--- config.mk ---
export PLATFORM = sky130hd
export DESIGN_NAME = decode_issue
export DESIGN_NICKNAME = d
export VERILOG_FILES = /design/src/rtl/decode_issue.sv
export SDC_FILE = /design/constraint.sdc
export NUM_CORES = 1
export LEC_CHECK = 0
export BUFFER_PORTS_ARGS = -buffer_cell sky130_fd_sc_hd__buf_2
export CORE_AREA = 2 2 165 167
export DETAILED_ROUTE_END_ITERATION = 6
export DIE_AREA = 0 0 167 169
export GPL_ROUTABILITY_DRIVEN = 0
export PLACE_DENSITY = 0.7
export SETUP_SLACK_MARGIN = 0.1
export SLEW_MARGIN = 5
export SYNTH_ARGS = -nofsm -noshare
export SYNTH_HDL_FRONTEND = slang
export SYNTH_SLANG_ARGS = --single-unit
--- constraint.sdc ---
create_clock -name clk -period 3.85 [get_ports clk]
set_input_delay 0.9625 -clock clk [delete_from_list [all_inputs] [get_ports clk]]
set_output_delay 0.9625 -clock clk [all_outputs]
set_load 0.1 [all_outputs]
--- src/rtl/decode_issue.sv ---
// decode_issue: ID->EX pipeline register sitting directly after the
// 32x32 register file.
//
// Each cycle it:
//   - drives the register file read addresses straight from the fetch bundle
//   - resolves both operands, forwarding from EX, MEM and WB
//   - detects a load-use hazard, stalls fetch and inserts a bubble
//   - registers a decoded bundle (pc, instr, operands, immediate,
//     destination, load flag) for the execute stage
//
// Ports:
//   clk, reset            clock; synchronous active-high reset
//   delay                 global freeze; every register holds its value
//   flush                 taken branch/jump in EX; the bundle entering ID/EX is killed
//   if_valid/instr/pc     fetch bundle
//   rin1, rin2            register file read addresses (combinational)
//   rout1, rout2          register file read data
//   ex_*, mem_*, wb_*     forwarding sources from the later stages
//   stall_if              hold PC and fetch bundle (load-use hazard)
//   id_*                  registered decoded bundle for execute
module decode_issue #(
  parameter int XLEN      = 32,
  parameter int NREG_BITS = 5
) (
  input  logic                 clk,
  input  logic                 reset,
  input  logic                 delay,
  input  logic                 flush,
  input  logic                 if_valid,
  input  logic [31:0]          if_instr,
  input  logic [31:0]          if_pc,
  output logic [NREG_BITS-1:0] rin1,
  output logic [NREG_BITS-1:0] rin2,
  input  logic [XLEN-1:0]      rout1,
  input  logic [XLEN-1:0]      rout2,
  input  logic                 ex_we,
  input  logic                 ex_is_load,
  input  logic [NREG_BITS-1:0] ex_waddr,
  input  logic [XLEN-1:0]      ex_result,
  input  logic                 mem_we,
  input  logic [NREG_BITS-1:0] mem_waddr,
  input  logic [XLEN-1:0]      mem_result,
  input  logic                 wb_we,
  input  logic [NREG_BITS-1:0] wb_waddr,
  input  logic [XLEN-1:0]      wb_win,
  output logic                 stall_if,
  output logic                 id_valid,
  output logic [31:0]          id_pc,
  output logic [31:0]          id_instr,
  output logic [XLEN-1:0]      id_op1,
  output logic [XLEN-1:0]      id_op2,
  output logic [XLEN-1:0]      id_imm,
  output logic [NREG_BITS-1:0] id_rd,
  output logic                 id_is_load
);

  logic [5:0]           opcode;
  logic                 hazard;
  logic [XLEN-1:0]      op1_next;
  logic [XLEN-1:0]      op2_next;
  logic [XLEN-1:0]      imm_next;
  logic [NREG_BITS-1:0] rd_next;

  assign opcode = if_instr[31:26];
  assign rin1   = if_instr[25:21];
  assign rin2   = if_instr[20:16];

  // A load still in EX has no data yet: bubble once, then the value
  // arrives through the MEM forward. Register 0 never hazards.
  assign hazard = if_valid & ex_is_load & ex_we & (ex_waddr != '0) &
                  ((ex_waddr == rin1) | (ex_waddr == rin2));
  assign stall_if = hazard;

  // Youngest producer wins. The WB path is required because the
  // register file writes on the same edge we read, so rout is stale.
  function automatic logic [XLEN-1:0] resolve(
    input logic [NREG_BITS-1:0] addr,
    input logic [XLEN-1:0]      rout
  );
    if (addr == '0)
      resolve = '0;
    else if (ex_we && ex_waddr == addr && !ex_is_load)
      resolve = ex_result;
    else if (mem_we && mem_waddr == addr)
      resolve = mem_result;
    else if (wb_we && wb_waddr == addr)
      resolve = wb_win;
    else
      resolve = rout;
  endfunction

  assign op1_next = resolve(rin1, rout1);
  assign op2_next = resolve(rin2, rout2);

  always_comb begin
    imm_next = {{(XLEN-16){if_instr[15]}}, if_instr[15:0]};
    case (opcode)
      6'h0C, 6'h0D, 6'h0E: imm_next = {{(XLEN-16){1'b0}}, if_instr[15:0]};
      6'h0F:               imm_next = {if_instr[15:0], {(XLEN-16){1'b0}}};
      default:             ;
    endcase
  end

  always_comb begin
    rd_next = if_instr[20:16];
    case (opcode)
      6'h00:                      rd_next = if_instr[15:11];
      6'h03:                      rd_next = {NREG_BITS{1'b1}};
      6'h2B, 6'h04, 6'h05, 6'h02: rd_next = '0;
      default:                    ;
    endcase
  end

  always_ff @(posedge clk) begin
    if (reset) begin
      id_valid   <= 1'b0;
      id_pc      <= '0;
      id_instr   <= '0;
      id_op1     <= '0;
      id_op2     <= '0;
      id_imm     <= '0;
      id_rd      <= '0;
      id_is_load <= 1'b0;
    end else if (delay) begin
      // freeze: hold everything
    end else if (flush || hazard) begin
      // bubble; payload fields are don't-care and simply held
      id_valid <= 1'b0;
    end else begin
      id_valid   <= if_valid;
      id_pc      <= if_pc;
      id_instr   <= if_instr;
      id_op1     <= op1_next;
      id_op2     <= op2_next;
      id_imm     <= imm_next;
      id_rd      <= rd_next;
      id_is_load <= (opcode == 6'h23);
    end
  end

endmodule

==> results_dict.tcl, run 1 <==
set metrics [dict create \
    grt_setup_unrepaired "no" \
    p_leak_uw 0.00494 \
    io_buffers 425 \
    row_count 60 \
    grtUsageTotal 0.244 \
    wl_per_cell_um 20.8 \
    crit_path_max_fanout 7 \
    setup_viol 0 \
    synth_edf_count 0 \
    yosysTopAreaCell "dfxtp_1" \
    fp.coreArea_um2 26500 \
    synth_ff_type "dfxtp_1" \
    yosys-top-cells-area "dfxtp_1, o21ai_0, a221oi_1" \
    yosys-top-cells-count "dfxtp_1, o21ai_0, a21oi_1" \
    finClkSkew_ns 0 \
    synth.avg_cell_area_um2 8.17 \
    grt_pass1_wl_mm 55.4 \
    drv_cap 0 \
    vias_per_cell 5.87 \
    ant_nets 0 \
    cts-resized-gates 0 \
    max_freq_ghz 0.287 \
    seq_area_um2 3340 \
    synth_top_area_frac 0.389 \
    cts_hold_buf 0 \
    grt_max_degree 105 \
    drt_iter0_markers 1334 \
    cts-buffers-inserted 17 \
    start_kind "input pin" \
    numPlacedInstances 1710 \
    vias 10246 \
    layout-drive-gt1-share 0.356 \
    hold_class "flop to flop" \
    clockBufferDepth 2 \
    synth_cell_types 32 \
    wl_mm 36.3 \
    endpoint_kind "primary output" \
    final_hold_viol_count 0 \
    netlist_instances 1052 \
    nets 1636 \
    arrival_ns 2.52 \
    initial_core_util 0.324 \
    die_h_um 169 \
    htree_num_levels 4 \
    die_x_um 167 \
    placed_area_um2 10800 \
    yosysSeqAreaShare 0.389 \
    fin_cells 1746 \
    tns_ns 0 \
    status "completed" \
    dieArea_um2 28200 \
    timing.final.crit_share 0.903 \
    clk_latency_ns 0.42 \
    synth_nets 1300 \
    firstDrtPassIters 6 \
    grt_pass1_vias 9705 \
    place_hpwl_mm 25.4 \
    antenna_found_initial 4 \
    async_reset_ff_frac 0 \
    cts_tree "built" \
    critical_path_required_ns 2.89 \
    ir_drop_mv 0.227 \
    yosys.cell_count.top_type "dfxtp_1" \
    max_slew_margin 0.336 \
    synthesis.area_um2 8600 \
    ios 426 \
    final_area_um2 11500 \
    p_per_area_nw_per_um2 444 \
    worst_pin_slew_ns 0.994 \
    area_delta_synth_final_pct 33.5 \
    multiInputGateArea_um2 4440 \
    yosys_warnings 0 \
    grt_overflow_total 0 \
    fillers 2719 \
    critPathKind "input pin to primary output" \
    drc 0 \
    post-cts-setup-buffers 0 \
    clk_pin_slew_ns 0.07 \
    root_buffer "clkbuf_16" \
    cts.sinks 167 \
    period_minus_slack_ns 3.48 \
    synth-seq-cells 167 \
    finalMaxSlewViolations 0 \
]
-- layout by cell type (no fill, tap or decap), types with 12 or more instances in the layout --
cell         n
buf_2      424
dfxtp_1    167
o21ai_0    146
a21oi_1    119
nand3_1     74
a221oi_1    69
inv_1       65
a2bb2oi_1   64
o32ai_1     64
and2_1      32
buf_4       27
a211oi_1    20
xor2_1      18
nand4_1     18
clkbuf_16   17
xnor2_1     12
-- layout make-up --
cell class / instances / share of cell area
repair buffers: 454 / 0.208
clock inverters: 15 / 0.0176
multi-input cells: 682 / 0.387
clock buffers: 17 / 0.0371
inverters: 66 / 0.0216
flip-flops and latches: 167 / 0.291
well taps: 341 / 0.0372
diodes: 4 / 0.000872
-- critical path: stages --
cell and delay [ns]:
buf_2 0.15, xor2_1 0.17, nor3_1 0.28, nand2_1 0.15, a21o_4 0.25, inv_2 0.07, buf_2 0.46
-- state kept, by name (all words and copies together) (netlist names) --
signal      flops
id_instr       32
id_imm         32
id_op1         32
id_valid        1
id_rd           5
id_op2         32
id_pc          32
id_is_load      1
-- metrics by stage --
step           utilization  hold WS (ns)  power (uW)  worst slack (ns)
5_1_grt              0.433         0.468        5290             0.283
3_3_place_gp         0.409         0.439        3320             0.415
2_1_floorplan            -         0.883        2970             0.132
4_1_cts              0.433         0.455        5130             0.393
6_report             0.433         0.455        5100             0.372
3_5_place_dp         0.409         0.443        3330             0.395
-- metal layers --
layer | global-route usage | vias to the layer above | wire [um]
met5 | 0 | - | 0
met4 | 0.0903 | 0 | 977
met3 | 0.0624 | 67 | 3600
met2 | 0.386 | 659 | 17000
met1 | 0.322 | 4871 | 14700
li1 | - | 4649 | -
-- where the power goes --
part / leakage, uW / internal [uW] / switching, uW
logic: 0.00327 / 341 / 1090
clock network: 0.000301 / 897 / 904
registers: 0.00137 / 1820 / 45.5
-- cells by family (layout without fill, tap and decap cells) --
family                    Yosys count  count (layout)  synth area share
AOI/OAI and AO/OA                 486             486             0.376
xor gates and xnor gates           30              30            0.0306
buffers and inverters             203             552            0.0996
DFF                               167             167             0.389
other                               0               4                 0
and+or+nand+nor                   166             166             0.105
-- final timing paths --
kind	slack [ns]	endpoint	startpoint	depth (start not counted)
worst max-delay path	0.37	stall_if	if_instr[20]	7
worst min register to register	0.45	id_op2[9]	id_op2[9]	2
worst min-delay path	0.45	id_op2[9]	id_op2[9]	2
worst max register to register	3.08	id_rd[0]	id_rd[0]	2
Power figures use the tool's default switching activity.
==> run 2: changes to the inputs <==
ABC_AREA = 1   (was default)
CORE_AREA = 2 2 164 166   (was 2 2 165 167)
DIE_AREA = 0 0 166 168   (was 0 0 167 169)
PLACE_DENSITY = 0.73   (was 0.7)
==> run 2 against run 1 <==
  * Power up 0.49%
  * Clock power fell by 3%
  * Via count up 7.3%
  * Clock skew unchanged
  * Combinational power increased by 5%
  * Critical path type unchanged
  * Largest cell class unchanged
  * Highest routed layer unchanged
==> results_dict.tcl, run 2 <==
set metrics [dict create \
    combinationalPowerShare 0.293 \
    cts_tree "built" \
    seq_area_um2 3340 \
    cts-buffers-inserted 17 \
    reg2reg_slack_ns 3.12 \
    cts_hold_buf 0 \
    nets 2134 \
    status "completed" \
    arrival_ns 2.27 \
    grt_setup_unrepaired "no" \
    final_area_um2 12000 \
    grtUsageTotal 0.240 \
    crit_chain "buf_2 > inv_1 > nand2_1 > nand2_1 > nor2_1 > nand3_1 > nand2_1 > nand2_2 > inv_1 > buf_2" \
    worst_pin_slew_ns 1.11 \
    synthesis.area_um2 9260 \
    mostFrequentLayoutCell "buf_2" \
    ios 426 \
    grt_use_met1 0.294 \
    critical_path_required_ns 2.89 \
    yosys_warnings 0 \
    area_delta_synth_final_pct 30.2 \
    clk_latency_ns 0.41 \
    synth_nets 1769 \
    root_buffer "clkbuf_16" \
    place_hpwl_mm 24.9 \
    io_buffers 425 \
    synth-seq-cells 167 \
    worstRegToRegCells 2 \
    slowest_delay_ns 0.41 \
    grtUsageMet2 0.402 \
    drc 0 \
    synth_edf_count 0 \
    initial_core_util 0.351 \
    final_hold_viol_count 0 \
    firstDrtPassIters 7 \
    yosys-top-cells-area "dfxtp_1, nand2_1, nor2_1" \
    placed_area_um2 11500 \
    top_usage_layer "met2" \
    hold_slack_ns 0.464 \
    setup_viol 0 \
    reg2reg_from "id_instr[25]" \
    post-cts-setup-buffers 0 \
    multiInputGateArea_um2 4750 \
    netSwitchingPower_uw 2110 \
    endpoint_kind "primary output" \
    cts-resized-gates 0 \
    gr-usage-met3 0.0602 \
    yosysTopAreaCell "dfxtp_1" \
    clk_pin_slew_ns 0.08 \
    cts.sinks 167 \
    yosysSeqAreaShare 0.361 \
    hold_class "flop to flop" \
    crit_path_max_fanout 7 \
    seq_power_share 0.366 \
    slowest_stage "buf_2" \
    p_leak_uw 0.00659 \
    hold_path_depth 2 \
    cpMostUsedCell "nand2_1" \
    wl_per_cell_um 15.5 \
    netlist_instances 1521 \
    period_minus_slack_ns 3.23 \
    max_freq_ghz 0.309 \
    wl_mm 34.8 \
    die_x_um 166 \
    synth.avg_cell_area_um2 6.09 \
    htree_num_levels 4 \
    fillers 2794 \
    antenna_found_initial 3 \
    ant_nets 0 \
    most-common-layout-cells "buf_2, nand2_1, nor2_1" \
    synth_ff_type "dfxtp_1" \
    fp.coreArea_um2 26400 \
    row_count 60 \
    drv_cap 0 \
    vias 10991 \
    die_h_um 168 \
    min-delay-start "id_imm[28]" \
    grt_pass1_wl_mm 54.1 \
    finalMaxSlewViolations 0 \
    min_to "id_imm[28]" \
    finClkSkew_ns 0 \
    grt_overflow_total 0 \
    layout-drive-gt1-share 0.262 \
    critPathKind "input pin to primary output" \
    yosys.cell_count.top_type "nand2_1" \
    clockBufferDepth 2 \
    drt_iter0_markers 960 \
    timing.final.crit_share 0.840 \
    synth_cell_types 25 \
    async_reset_ff_frac 0 \
    grt_max_degree 68 \
    grt_pass1_vias 10263 \
    max_slew_margin 0.257 \
    yosys-top-cells-count "nand2_1, nor2_1, dfxtp_1" \
    pwr-share-clk 0.341 \
    tns_ns 0 \
    rr_endpoint "id_instr[25]" \
    ir_drop_mv 0.225 \
    vias_per_cell 4.90 \
    dieArea_um2 27900 \
    start_kind "input pin" \
    p_int_uw 3010 \
    p_per_area_nw_per_um2 425 \
    switching_share 0.412 \
    synth_top_area_frac 0.361 \
]
==> run 2: critical path: cells and delay by family <==
| kind | cells | cell delay (ns) |
|---|---|---|
| buffers and inverters | 4 | 0.69 |
| AND/OR/NAND/NOR | 6 | 0.61 |
==> run 2: how the worst max path moves through the flow <==
stage,startpoint,endpoint,slack (ns),cells after the start
detailed placement,if_instr[19],stall_if,0.64,10
floorplan,if_instr[23],stall_if,0.81,8
finish,if_instr[23],stall_if,0.62,10
global route,if_instr[23],stall_if,0.50,10
CTS,if_instr[19],stall_if,0.64,10
global placement,if_instr[23],stall_if,0.68,10
==> run 2: cells by family (layout without fill, tap and decap cells) <==
family                 Yosys count  in the layout  synth area share
AO/OA/AOI/OAI                  272            272             0.164
XOR/XNOR                         2              2           0.00189
buffers and inverters          254            631             0.127
flip-flops                     167            167             0.361
other                            0              3                 0
AND/OR/NAND/NOR                826            826             0.346
==> run 2: area by class of cell <==
cell class                 count  share of cell area
timing repair buffer         449               0.197
clock inverter                14              0.0127
tap                          341              0.0354
clock buffer                  17              0.0353
sequential                   167               0.277
inverter                     151              0.0470
antenna                        3            0.000623
multi-input combinational   1100               0.395
==> run 2: metrics by stage <==
stage               instances  utilization  power, uW  setup slack (ns)
floorplan                1521            -       3050             0.810
global placement         2208        0.435       3400             0.678
detailed placement       2208        0.435       3410             0.638
CTS                      2239        0.457       5170             0.639
global route             2241        0.457       5340             0.503
finish                   2242        0.457       5120             0.618
==> run 2: layer usage <==
layer | part of all wire | vias to the layer above
li1 | - | 5471
met1 | 0.42 | 4908
met2 | 0.47 | 525
met3 | 0.087 | 87
met4 | 0.032 | 0
met5 | 0 | -
==> run 2: power groups by stage <==
stage / registers [uW] / clock network (uW) / logic [uW]
after floorplan: 2610 / 0 / 437
after global placement: 1910 / 0 / 1490
after detailed placement: 1910 / 0 / 1500
after CTS: 1870 / 1790 / 1500
after global routing: 1880 / 1870 / 1590
final: 1870 / 1750 / 1500
==> run 3: changes to the inputs <==
clock period = 3 ns   (was 3.85 ns; I/O delays follow)
==> run 3 against run 2 <==
  * Sequential share of layout area down 0.28 points
  * Critical path depth unchanged
  * Hold slack worse by 0.0019 ns
  * Clock skew unchanged
==> results_dict.tcl, run 3 (same netlist as run 2, synthesis figures left out) <==
set metrics [dict create \
    clockBufferDepth 2 \
    initial_core_util 0.351 \
    critical_path_required_ns 2.25 \
    finClkSkew_ns 0 \
    max_freq_ghz 0.383 \
    endpoint_kind "primary output" \
    fin_cells 2245 \
    period_minus_slack_ns 2.61 \
    hold_slack_ns 0.462 \
    max_slew_margin 0.477 \
    seq_power_share 0.367 \
    numPlacedInstances 2212 \
    tns_ns 0 \
    grt_overflow_total 0 \
    area_delta_synth_final_pct 31.5 \
    final_hold_viol_count 0 \
    finalMaxSlewViolations 0 \
    vias_per_cell 4.88 \
    row_count 60 \
    p_per_area_nw_per_um2 538 \
    cp.buffers_inverters 4 \
    drv_cap 0 \
    die_h_um 168 \
    mostFrequentLayoutCell "buf_2" \
    grtUsageTotal 0.238 \
    clk_pin_slew_ns 0.07 \
    fp.coreArea_um2 26400 \
    vias 10958 \
    switching_share 0.408 \
    io_buffers 425 \
    reg2reg_slack_ns 2.33 \
    pwr-share-clk 0.338 \
    cts_tree "built" \
    root_buffer "clkbuf_16" \
    nets 2138 \
    setup_viol 0 \
    timing.final.crit_share 0.871 \
    slowest_stage "buf_12" \
    top_usage_layer "met2" \
    critPathKind "input pin to primary output" \
    grt_use_met1 0.288 \
    final_area_um2 12200 \
    cts_hold_buf 0 \
    grt_setup_unrepaired "no" \
    cts.sinks 167 \
    ios 426 \
    htree_num_levels 4 \
    antenna_found_initial 2 \
    post-cts-setup-buffers 0 \
    hold_class "flop to flop" \
    ant_nets 0 \
    combinationalPowerShare 0.296 \
    netSwitchingPower_uw 2670 \
    placed_area_um2 11600 \
    start_kind "input pin" \
    cpMostUsedCell "nand2_1" \
    clk_latency_ns 0.41 \
    firstDrtPassIters 5 \
    ir_drop_mv 0.371 \
    p_leak_uw 0.00664 \
    cts-buffers-inserted 17 \
    crit_path_max_fanout 7 \
    place_hpwl_mm 25.1 \
    status "completed" \
    grt_pass1_wl_mm 53.9 \
    gr-usage-met3 0.0672 \
    drt_iter0_markers 974 \
    worst_pin_slew_ns 0.784 \
    die_x_um 166 \
    grt_pass1_vias 10302 \
    cts-resized-gates 0 \
    grtUsageMet2 0.408 \
    wl_per_cell_um 15.3 \
    grt_max_degree 64 \
    dieArea_um2 27900 \
    drc 0 \
    critPathTopFamily "simple AND/OR/NAND/NOR gates" \
    layout-drive-gt1-share 0.264 \
    most-common-layout-cells "buf_2, nand2_1, nor2_1" \
    slowest_delay_ns 0.18 \
    p_int_uw 3870 \
    crit_chain "buf_2 > inv_1 > nand2_1 > nand2_1 > nor2_1 > nand3_1 > nand2_1 > nand2_2 > inv_1 > buf_12" \
    wl_mm 34.3 \
    arrival_ns 1.86 \
]
run 3: power by group through the flow:
stage / combinational [uW] / clock (uW) / sequential (uW)
6_report: 1930 / 2210 / 2400
3_3_place_gp: 1920 / 0 / 2450
5_1_grt: 2050 / 2380 / 2420
2_1_floorplan: 561 / 0 / 3350
3_5_place_dp: 1930 / 0 / 2450
4_1_cts: 1930 / 2290 / 2400
run 3: layout make-up:
type	instances	area, um2
fill	2766	14200
tap	341	427
inverter	151	567
clock inverter	14	158
multi-input combinational	1100	4750
sequential	167	3340
clock buffer	17	425
antenna	2	5.00
timing repair buffer	453	2490
run 3: path summary, 6_finish.rpt:
path,startpoint,to,cells after the start
setup reg to reg,id_instr[22],id_instr[22],2
hold reg to reg,id_imm[18],id_imm[18],2
setup / recovery,if_instr[23],stall_if,10
hold / removal,id_imm[18],id_imm[18],2
run 3: metal layers:
layer  up-vias  wire length, um
met2       522            16200
met1      4901            14000
met5         -                0
li1       5473                -
met4         0              823
met3        62             3290
run 3: metrics by stage:
step | setup WS [ns] | power [uW] | util
2_1_floorplan | 0.385 | 3910 | -
4_1_cts | 0.400 | 6630 | 0.462
6_report | 0.386 | 6550 | 0.462
5_1_grt | 0.286 | 6850 | 0.462
3_3_place_gp | 0.424 | 4370 | 0.440
3_5_place_dp | 0.355 | 4380 | 0.440
run 3: tightest hold or removal path, stage by stage, from the launching register on:
cell and delay, ns:
dfxtp_1 0.31, nand2_1 0.06, a21oi_1 0.05
